<file path="config.mk">
export PLATFORM = sky130hd
export DESIGN_NAME = branch_predict_unit_flat
export DESIGN_NICKNAME = d
export VERILOG_FILES = /design/src/rtl/branch_predict_unit_if.sv /design/src/rtl/branch_predict_unit.sv /design/src/flat_wrapper.sv
export SDC_FILE = /design/constraint.sdc
export NUM_CORES = 1
export LEC_CHECK = 0
export ABC_AREA = 0
export CORE_ASPECT_RATIO = 0.7
export CORE_MARGIN = 3
export CORE_UTILIZATION = 35
export DETAILED_ROUTE_END_ITERATION = 10
export GPL_ROUTABILITY_DRIVEN = 0
export PLACE_DENSITY = 0.49
export SLEW_MARGIN = 0
export SYNTH_ARGS = -nofsm -noshare
export SYNTH_HDL_FRONTEND = slang
export SYNTH_SLANG_ARGS = --single-unit
</file>
<file path="constraint.sdc">
create_clock -name clk -period 10.53 [get_ports clk]
set_clock_uncertainty 0.05 [all_clocks]
set_input_delay 1.053 -clock clk [delete_from_list [all_inputs] [get_ports clk]]
set_output_delay 1.053 -clock clk [all_outputs]
set_load 0.005 [all_outputs]
</file>
<file path="src/rtl/branch_predict_unit_if.sv">
// Fetch/decode-side signals of the branch predict unit: lookup PC, the branch in ID,
// and the redirect and statistics returned to the pipeline.
interface branch_predict_unit_if #(
   parameter int PC_W  = 16,
   parameter int CNT_W = 16
);
   logic             stall;
   logic [PC_W-1:0]  if_pc;
   logic [PC_W-1:0]  pred_pc;
   logic             id_valid;
   logic [1:0]       id_branch;
   logic [2:0]       id_cond;
   logic [2:0]       id_flags;
   logic [8:0]       id_imm;
   logic [PC_W-1:0]  id_rs;
   logic             redirect;
   logic [PC_W-1:0]  redirect_pc;
   logic             flush;
   logic             branch_taken;
   logic [CNT_W-1:0] branch_cnt;
   logic [CNT_W-1:0] mispred_cnt;

   modport master (
      output stall, if_pc, id_valid, id_branch, id_cond, id_flags, id_imm, id_rs,
      input  pred_pc, redirect, redirect_pc, flush, branch_taken, branch_cnt, mispred_cnt
   );

   modport slave (
      input  stall, if_pc, id_valid, id_branch, id_cond, id_flags, id_imm, id_rs,
      output pred_pc, redirect, redirect_pc, flush, branch_taken, branch_cnt, mispred_cnt
   );
endinterface

</file>
<file path="src/rtl/branch_predict_unit.sv">
// Direct-mapped BTB with 2-bit direction counters: predicts the next fetch PC in IF,
// resolves B/BR in ID and redirects fetch only when the prediction was wrong.
module branch_predict_unit #(
   parameter int         PC_W     = 16,
   parameter int         DEPTH    = 16,
   parameter int         CNT_W    = 16,
   parameter logic [1:0] INIT_CTR = 2'b01
) (
   input  logic                 clk,
   input  logic                 rst_n,
   branch_predict_unit_if.slave bp
);
   localparam int IDX_W = $clog2(DEPTH);
   localparam int TAG_W = PC_W - IDX_W - 1;

   logic [DEPTH-1:0] btb_valid;
   logic [TAG_W-1:0] btb_tag    [DEPTH];
   logic [1:0]       btb_ctr    [DEPTH];
   logic [PC_W-1:0]  btb_target [DEPTH];

   logic [PC_W-1:0]  pc2_id;
   logic [PC_W-1:0]  pred_pc_id;

   // Fetch lookup
   logic [IDX_W-1:0] f_idx;
   logic [TAG_W-1:0] f_tag;
   logic             f_hit;
   logic             pred_taken;
   logic [PC_W-1:0]  pc2_if;
   logic [PC_W-1:0]  pred_next;

   assign pc2_if     = bp.if_pc + PC_W'(2);
   assign f_idx      = bp.if_pc[IDX_W:1];
   assign f_tag      = bp.if_pc[PC_W-1:IDX_W+1];
   assign f_hit      = btb_valid[f_idx] && (btb_tag[f_idx] == f_tag);
   assign pred_taken = f_hit & btb_ctr[f_idx][1];
   assign pred_next  = pred_taken ? btb_target[f_idx] : pc2_if;
   assign bp.pred_pc = pred_next;

   // Resolution in ID
   logic             flag_v, flag_n, flag_z;
   logic             cond_ok;
   logic             actual;
   logic [PC_W-1:0]  imm_off;
   logic [PC_W-1:0]  br_target;
   logic [PC_W-1:0]  actual_next;
   logic             upd;
   logic             mispred;

   assign {flag_v, flag_n, flag_z} = bp.id_flags;

   always_comb begin
      cond_ok = 1'b0;
      case (bp.id_cond)
         3'b000:  cond_ok = ~flag_z;
         3'b001:  cond_ok = flag_z;
         3'b010:  cond_ok = ~flag_z & ~flag_n;
         3'b011:  cond_ok = flag_n;
         3'b100:  cond_ok = flag_z | (~flag_z & ~flag_n);
         3'b101:  cond_ok = flag_z | flag_n;
         3'b110:  cond_ok = flag_v;
         default: cond_ok = 1'b1;
      endcase
   end

   assign imm_off     = {{(PC_W-10){bp.id_imm[8]}}, bp.id_imm, 1'b0};
   assign br_target   = bp.id_branch[0] ? (pc2_id + imm_off) : bp.id_rs;
   assign actual      = bp.id_branch[1] & cond_ok;
   assign actual_next = actual ? br_target : pc2_id;
   assign upd         = bp.id_valid & ~bp.stall;
   assign mispred     = upd & (pred_pc_id != actual_next);

   assign bp.redirect     = mispred;
   assign bp.flush        = mispred;
   assign bp.redirect_pc  = actual_next;
   assign bp.branch_taken = actual & bp.id_valid;

   // Table update uses the PC of the instruction in ID
   logic [PC_W-1:0]  pc_id;
   logic [IDX_W-1:0] u_idx;
   logic [TAG_W-1:0] u_tag;
   logic             u_hit;

   assign pc_id = pc2_id - PC_W'(2);
   assign u_idx = pc_id[IDX_W:1];
   assign u_tag = pc_id[PC_W-1:IDX_W+1];
   assign u_hit = btb_valid[u_idx] && (btb_tag[u_idx] == u_tag);

   // PCs are halfword aligned, so bit 0 never takes part in index or tag
   logic unused_bits;
   assign unused_bits = bp.if_pc[0] ^ pc_id[0];

   always_ff @(posedge clk or negedge rst_n) begin
      if (!rst_n) begin
         btb_valid <= '0;
         for (int i = 0; i < DEPTH; i++) begin
            btb_tag[i]    <= '0;
            btb_ctr[i]    <= INIT_CTR;
            btb_target[i] <= '0;
         end
      end else if (upd) begin
         if (bp.id_branch[1]) begin
            if (u_hit) begin
               if (actual) begin
                  if (btb_ctr[u_idx] != 2'b11) btb_ctr[u_idx] <= btb_ctr[u_idx] + 2'd1;
                  btb_target[u_idx] <= br_target;
               end else if (btb_ctr[u_idx] != 2'b00) begin
                  btb_ctr[u_idx] <= btb_ctr[u_idx] - 2'd1;
               end
            end else begin
               btb_valid[u_idx]  <= 1'b1;
               btb_tag[u_idx]    <= u_tag;
               btb_ctr[u_idx]    <= actual ? 2'b10 : INIT_CTR;
               btb_target[u_idx] <= br_target;
            end
         end else if (u_hit) begin
            btb_valid[u_idx] <= 1'b0;
         end
      end
   end

   always_ff @(posedge clk or negedge rst_n) begin
      if (!rst_n) begin
         pc2_id         <= '0;
         pred_pc_id     <= '0;
         bp.branch_cnt  <= '0;
         bp.mispred_cnt <= '0;
      end else if (!bp.stall) begin
         pc2_id     <= pc2_if;
         pred_pc_id <= pred_next;
         if (bp.id_valid && bp.id_branch[1] && (bp.branch_cnt != '1))
            bp.branch_cnt <= bp.branch_cnt + CNT_W'(1);
         if (mispred && (bp.mispred_cnt != '1))
            bp.mispred_cnt <= bp.mispred_cnt + CNT_W'(1);
      end
   end
endmodule

</file>
<file path="src/flat_wrapper.sv">
// flat-port wrapper written by rule: the top's interface ports become plain ports
module branch_predict_unit_flat 
#(
   parameter int         PC_W     = 16,
   parameter int         DEPTH    = 16,
   parameter int         CNT_W    = 16,
   parameter logic [1:0] INIT_CTR = 2'b01
)
  (clk, rst_n, bp_stall, bp_if_pc, bp_id_valid, bp_id_branch, bp_id_cond, bp_id_flags, bp_id_imm, bp_id_rs, bp_pred_pc, bp_redirect, bp_redirect_pc, bp_flush, bp_branch_taken, bp_branch_cnt, bp_mispred_cnt);
  branch_predict_unit_if #(.PC_W(PC_W), .CNT_W(CNT_W)) bp_i ();
  input  logic clk;
  input  logic rst_n;
  input wire logic [$bits(bp_i.stall)-1:0] bp_stall;
  input wire logic [$bits(bp_i.if_pc)-1:0] bp_if_pc;
  input wire logic [$bits(bp_i.id_valid)-1:0] bp_id_valid;
  input wire logic [$bits(bp_i.id_branch)-1:0] bp_id_branch;
  input wire logic [$bits(bp_i.id_cond)-1:0] bp_id_cond;
  input wire logic [$bits(bp_i.id_flags)-1:0] bp_id_flags;
  input wire logic [$bits(bp_i.id_imm)-1:0] bp_id_imm;
  input wire logic [$bits(bp_i.id_rs)-1:0] bp_id_rs;
  output wire logic [$bits(bp_i.pred_pc)-1:0] bp_pred_pc;
  output wire logic [$bits(bp_i.redirect)-1:0] bp_redirect;
  output wire logic [$bits(bp_i.redirect_pc)-1:0] bp_redirect_pc;
  output wire logic [$bits(bp_i.flush)-1:0] bp_flush;
  output wire logic [$bits(bp_i.branch_taken)-1:0] bp_branch_taken;
  output wire logic [$bits(bp_i.branch_cnt)-1:0] bp_branch_cnt;
  output wire logic [$bits(bp_i.mispred_cnt)-1:0] bp_mispred_cnt;
  assign bp_i.stall = bp_stall;
  assign bp_i.if_pc = bp_if_pc;
  assign bp_i.id_valid = bp_id_valid;
  assign bp_i.id_branch = bp_id_branch;
  assign bp_i.id_cond = bp_id_cond;
  assign bp_i.id_flags = bp_id_flags;
  assign bp_i.id_imm = bp_id_imm;
  assign bp_i.id_rs = bp_id_rs;
  assign bp_pred_pc = bp_i.pred_pc;
  assign bp_redirect = bp_i.redirect;
  assign bp_redirect_pc = bp_i.redirect_pc;
  assign bp_flush = bp_i.flush;
  assign bp_branch_taken = bp_i.branch_taken;
  assign bp_branch_cnt = bp_i.branch_cnt;
  assign bp_mispred_cnt = bp_i.mispred_cnt;
  branch_predict_unit #(.PC_W(PC_W), .DEPTH(DEPTH), .CNT_W(CNT_W), .INIT_CTR(INIT_CTR)) u_core (.clk(clk), .rst_n(rst_n), .bp(bp_i));
endmodule
</file>
**After elaboration in Yosys (flattened, before gate mapping)**

Cells that the tools add are included.

- Bits in registers: 544
- Bits in latches: 0
- Bits in writable memories: 0
- ROM bits: 0
- Input bits: 53
- Output and inout port bits: 67
- Logic and storage cells: 161
- Memories: 0

- $add $sub $neg: 7
- Multiply operators: 0
- Div/mod/pow operators: 0
- Magnitude comparators: 6
- Equality and inequality tests: 16
- Shift-type cells: 0
- Mux-type cells: 46
- Bitwise operators: 17
- Reduce and logical (&&, ||, !) cells: 16

Operator list:

| operator | number |
|---|---|
| two-way mux 256 bit | 2 |
| bitwise mux 256 bit | 1 |
| bitwise mux 176 bit | 1 |
| two-way mux 16 bit | 9 |
| two-way mux 32 bit | 4 |
| bitwise mux 32 bit | 3 |
| binary-select mux 11 bit (select 4 bit) | 2 |
| binary-select mux 16 bit (select 4 bit) | 1 |
| demux 16 bit (select 4 bit) | 1 |
| two-way mux 11 bit | 5 |
| demux 11 bit (select 4 bit) | 1 |
| adder 16 x 1 -> 16 bit (second input constant) | 2 |
| != test 16 bit (second input constant) | 2 |
| equality test 11 bit | 2 |
| adder 16 bit | 1 |
| adder 16 x 2 -> 16 bit (second input constant) | 1 |
| bitwise AND 16 bit | 1 |
| binary-select mux 2 bit (select 4 bit) | 2 |
| != test 16 bit | 1 |
| NOT 16 bit | 1 |
| OR 16 bit | 1 |
| subtractor 16 x 2 -> 16 bit (second input constant) | 1 |
| two-way mux 2 bit | 6 |
| greater-or-equal comparator 5 bit (second input constant) | 2 |
| 27 further kinds | 55 |

**Longest topological paths before layout**

- Depth after elaboration: 10
- Depth in mapped cells: 20
- Depth with buffers taken out: 16

**Least setup slack after synthesis**

Ideal clock, no wire load.

- Path kind: input-to-output
- From: input bp_if_pc[1]
- To: output bp_pred_pc[10]
- Data arrival time: 4,321 ps
- Data required time: 9,427 ps
- Slack: 5,106 ps
- Stages: 9
- Path buffers: 3
- Cell sequence: buf_2 > buf_1 > mux4_2 > mux4_2 > xnor2_1 > nand4_1 > nor3_1 > buf_2 > mux2_2

- Cells in the longest elaborated chain, start to end: 8
- Elaborated cells between the ends (all ways): 17
- Classes of those cells: add/sub: 1; eq/ne: 1; mux: 12; bitwise: 2; reduce/logical: 1

RTL lines:

| item | RTL line | RTL |
|---|---|---|
| from (decl) | flat_wrapper.sv:14 | `input wire logic [$bits(bp_i.if_pc)-1:0] bp_if_pc;` |
| NOT 4 -> 5 bit (not written as such) | branch_predict_unit.sv:35, branch_predict_unit.sv:36, branch_predict_unit.sv:37 |  |
| binary-select mux 11 bit (select 4 bit) | branch_predict_unit.sv:35 | `assign f_hit = btb_valid[f_idx] && (btb_tag[f_idx] == f_tag);` |
| two-way mux 11 bit (not written as such) (2 in a row) | branch_predict_unit.sv:35 |  |
| equality test 11 bit | branch_predict_unit.sv:35 |  |
| logical AND 1 bit | branch_predict_unit.sv:35 |  |
| bitwise AND 1 bit | branch_predict_unit.sv:36 | `assign pred_taken = f_hit & btb_ctr[f_idx][1];` |
| two-way mux 16 bit (*) | branch_predict_unit.sv:37 | `assign pred_next = pred_taken ? btb_target[f_idx] : pc2_if;` |
| to (decl) | flat_wrapper.sv:21 | `output wire logic [$bits(bp_i.pred_pc)-1:0] bp_pred_pc;` |

Every way passes the cells marked *; elsewhere a longest branch is shown, timed or not. The select of a mux whose other input is x is not followed.

**Worst setup path after layout**

- From: register u_core.pc2_id[1]
- To: output bp_redirect

- Cells in the longest elaborated chain, start to end: 5

RTL lines:

| item | RTL line | RTL |
|---|---|---|
| from (decl) | branch_predict_unit.sv:21 | `logic [PC_W-1:0] pc2_id;` |
| from (signal assigned) | branch_predict_unit.sv:129 | `pc2_id <= pc2_if;` |
| adder 16 bit | branch_predict_unit.sv:67 | `assign br_target = bp.id_branch[0] ? (pc2_id + imm_off) : bp.id_rs;` |
| two-way mux 16 bit | branch_predict_unit.sv:67 |  |
| two-way mux 16 bit (*) | branch_predict_unit.sv:69 | `assign actual_next = actual ? br_target : pc2_id;` |
| != test 16 bit (*) | branch_predict_unit.sv:71 | `assign mispred = upd & (pred_pc_id != actual_next);` |
| bitwise AND 1 bit (*) | branch_predict_unit.sv:71 |  |
| to (decl) | flat_wrapper.sv:22 | `output wire logic [$bits(bp_i.redirect)-1:0] bp_redirect;` |

Every way passes the cells marked *; elsewhere a longest branch is shown, timed or not.

==> summary.md <==
| Metric | Value |
|---|---|
| Post-CTS Setup Repair Bufs | `0` |
| Initial drt markers | `~1800` |
| WL final | `94.71 mm` |
| CP startpoint kind | `flop` |
| Total GRT Usage | `22.06%` |
| CP top delay family | `compound AO/OA/AOI/OAI gates` |
| Clock tree root driver cell | `clkbuf_16` |
| Commonest non-fill, non-tap cells in the layout | `dfrtp_1 (527), nor2_1 (247), mux2_2 (228), a21oi_1 (199), mux4_2 (195)` |
| Pwr Density | `about 240 mW/mm^2` |
| Sw Pwr | `2.488 mW` |
| Synth area leaders | `dfrtp_1 (46%), mux4_2 (15%), mux2_2 (8.9%), mux2_4 (5.2%), a21oi_1 (3.5%)` |
| Final Critical Period | `7.029 ns` |
| Yosys warns | `0` |
| Critical path launch point | `u_core.pc2_id[1]$_DFFE_PN0N_` |
| Final WS setup | `around 3.5 ns` |
| Mapped cell area | `0.02894 mm^2` |
| P_int | `around 5.4 mW` |
| Clk Latency, worst-skew pair | `between 0.6 and 0.7 ns` |
| FP Rows | `87` |
| Static leakage | `14.07 nW` |
| Routed vias | `approximately 20000` |
| Largest net degree at the start of global routing | `between 150 and 200` |
| Ys flop type | `dfrtp_1` |
| Final cell count without fillers | `between 3000 and 4000` |
| Req. time, crit path | `~9.4 ns` |
| Crit. End Element | `primary output` |
| Total die area | `approximately 0.086 mm^2` |
| # DRC | `0` |
| H-tree Lvls | `2` |
| Rel. slew slack | `between 10% and 20%` |
| M1 WL | `~46 mm` |
| Syn Nets | `2373` |
| Switching share of power | `between 30% and 40%` |
| ANT nets after route | `0` |
| Fin nets | `roughly 2400` |
| Starting Density | `between 30% and 40%` |
| Reg clk slew, reported paths | `roughly 0.070 ns` |
| Worst reg2reg path depth | `13` |
| Most common cell after layout, fill and taps aside | `dfrtp_1` |
| Area Overhead vs Synth | `14.43%` |
| Number of antenna violations at the first check in global routing | `4` |
| Worst slack, placed | `approximately 3.7 ns` |
| Hold Vio Cnt, Final | `0` |
| FMAX | `about 140 MHz` |
| RSZ-0062 raised after global routing | `no` |
| EDFF count, synth | `0` |
| Diode count | `0` |
| Slowest cell on the critical path | `nor4_1` |
| Share of cells above drive strength 1 | `between 30% and 40%` |
| Yosys top cell by area | `dfrtp_1` |
| Via/cell ratio | `about 5.7` |
| Gr ovfl total | `0` |
| Max_cap viols | `0` |
| Largest stage delay, worst path | `roughly 0.86 ns` |
| Crit path kind | `reg2out` |
| Setup violators final | `0` |
| Post-CTS Hold Fix Bufs | `0` |
| Clock power frac | `between 20% and 30%` |
| Core Area | `0.08121 mm^2` |
| Routed wl met3 | `~8.4 mm` |
| Comb pwr share | `approximately 31%` |
| DP Wirelength | `63.45 mm` |
| Slew @ Worst Pin | `~1.3 ns` |
| Setup_tns | `0 ns` |
| Drt wl/cell | `27.22 um` |
| Final Cycle Share | `approximately two thirds` |
| CTS tree | `yes` |
| Crit path buf inv count | `2` |
| Fin. max-slew vios | `0` |
| Critical path data arrival time | `approximately 5.9 ns` |
| Status | `finished, final reports clean` |
| Drt pass-1 iters | `5` |
| Syn Inst Count | `2294` |
| Die width | `roughly 350 um` |
| Syn avg cell area | `approximately 13 um^2` |
| Ports placed on the boundary | `120` |
| Placed cells | `3377` |
| End of the worst register-to-register path | `u_core.btb_target[22]$_DFFE_PN0P_` |
| Post-CTS Resized | `0` |
| FF-to-FF setup slack | `between 4 and 5 ns` |
| Reg power frac | `about 43%` |
| R2r startpoint | `u_core.pc2_id[1]$_DFFE_PN0N_` |
| CTS buffer count | `56` |
| Register area share after synthesis | `between 40% and 50%` |
| Fraction of registers with async set or reset after synthesis | `100.0%` |
| Vias in the first global route | `20160` |
| PortBufs | `119` |
| Critical path, cell by cell | `ha_1 -> inv_1 -> fa_1 -> nor2b_1 -> o31a_1 -> mux2i_1 -> a2111oi_0 -> a21oi_1 -> a41o_1 -> nor4_1 -> a31oi_1 -> clkdlybuf4s50_1` |
| Hold WC Path Type | `in2async` |
| Die Ht | `around 250 um` |
| VDD IR max | `~0.13 mV` |
| Worst-path maximum fanout | `30` |
| Uppermost routed layer | `met5` |
| First-pass GRT wire length | `about 140 mm` |
| Number of clock sinks | `around 540` |
| Met2 routed WL | `37.65 mm` |
| Synth top area share | `between 40% and 50%` |
| Post-synthesis cell type count | `67` |
| Max Root-Sink Buffers | `3` |
| Yosys reg bits | `around 540` |
[metal layers]
metal  global-route usage (%)  vias to the layer above
met5                    2.268                        -
met4                    5.632                        6
met3                    5.808                      139
met2                    29.84                      818
met1                    34.19                    10430
li1                         -                     8528
[power by group through the flow]
| stage | sequential [mW] | combinational [mW] | clock (mW) |
|---|---|---|---|
| 2_1_floorplan | 3.20 | 1.78 | 0 |
| 3_3_place_gp | 3.38 | 2.34 | 0 |
| 3_5_place_dp | 3.42 | 2.39 | 0 |
| 4_1_cts | 3.39 | 2.40 | 2.09 |
| 5_1_grt | 3.50 | 2.60 | 2.18 |
| 6_report | 3.40 | 2.40 | 2.04 |
[registers in the layout, indices dropped and copies added, names as in the netlist, named ones only]
signal and count:
u_core.bp.mispred_cnt 16, u_core.btb_target 256, u_core.btb_ctr 32, u_core.btb_tag 176
u_core.pc2_id 16, u_core.bp.branch_cnt 16, u_core.pred_pc_id 16
[kinds of logic (layout without fill, tap and decap cells)]
logic type,count (synthesis),in the layout,share of synthesized area [%]
compound gates,318,318,6.415
fa+ha+maj,26,26,1.150
mux,543,543,29.92
buf+inv,186,303,2.849
flops,544,544,47.10
simple gates,558,558,8.957
xor+xnor,119,119,3.601
[how the worst max path moves through the flow]
stage / endpoint / slack, ns / depth (start not counted)
floorplan: bp_pred_pc[10] / 5.11 / 9
global placement: bp_flush / 3.70 / 12
detailed placement: bp_flush / 3.67 / 13
CTS: bp_flush / 3.55 / 12
global route: bp_flush / 3.15 / 12
finish: bp_redirect / 3.50 / 12
[cells in the mapped netlist, drive strengths merged, types with 20 or more instances]
cell type / count
dfrtp: 528
mux2: 328
nor2: 263
a21oi: 200
mux4: 195
nand2: 143
clkbuf: 123
xnor2: 80
buf: 45
xor2: 39
nand3: 31
o21ai: 30
ha: 25
and3: 23
nand4: 21
mux2i: 20
[stage by stage]
stage                     utilization [%]  hold WS, ns  total power, mW  area [um^2]
after floorplan                         -       0.4134            4.986        28940
after global placement              38.50       0.4235            5.720        31260
after detailed placement            38.50       0.4355            5.806        31260
after CTS                           40.78       0.4146            7.878        33120
after global routing                40.78       0.4403            8.278        33120
final                               40.78       0.4006            7.840        33120
[final cells by class]
cell class / count / area [um^2]
well taps: 1068 / 1336
fillers: 7607 / 48090
flip-flops and latches: 544 / 13640
repair buffers: 183 / 1674
clock buffers: 83 / 1653
inverters: 18 / 67.56
clock inverters: 19 / 206.4
multi-input cells: 1564 / 14550
Power figures use the tool's default switching activity.
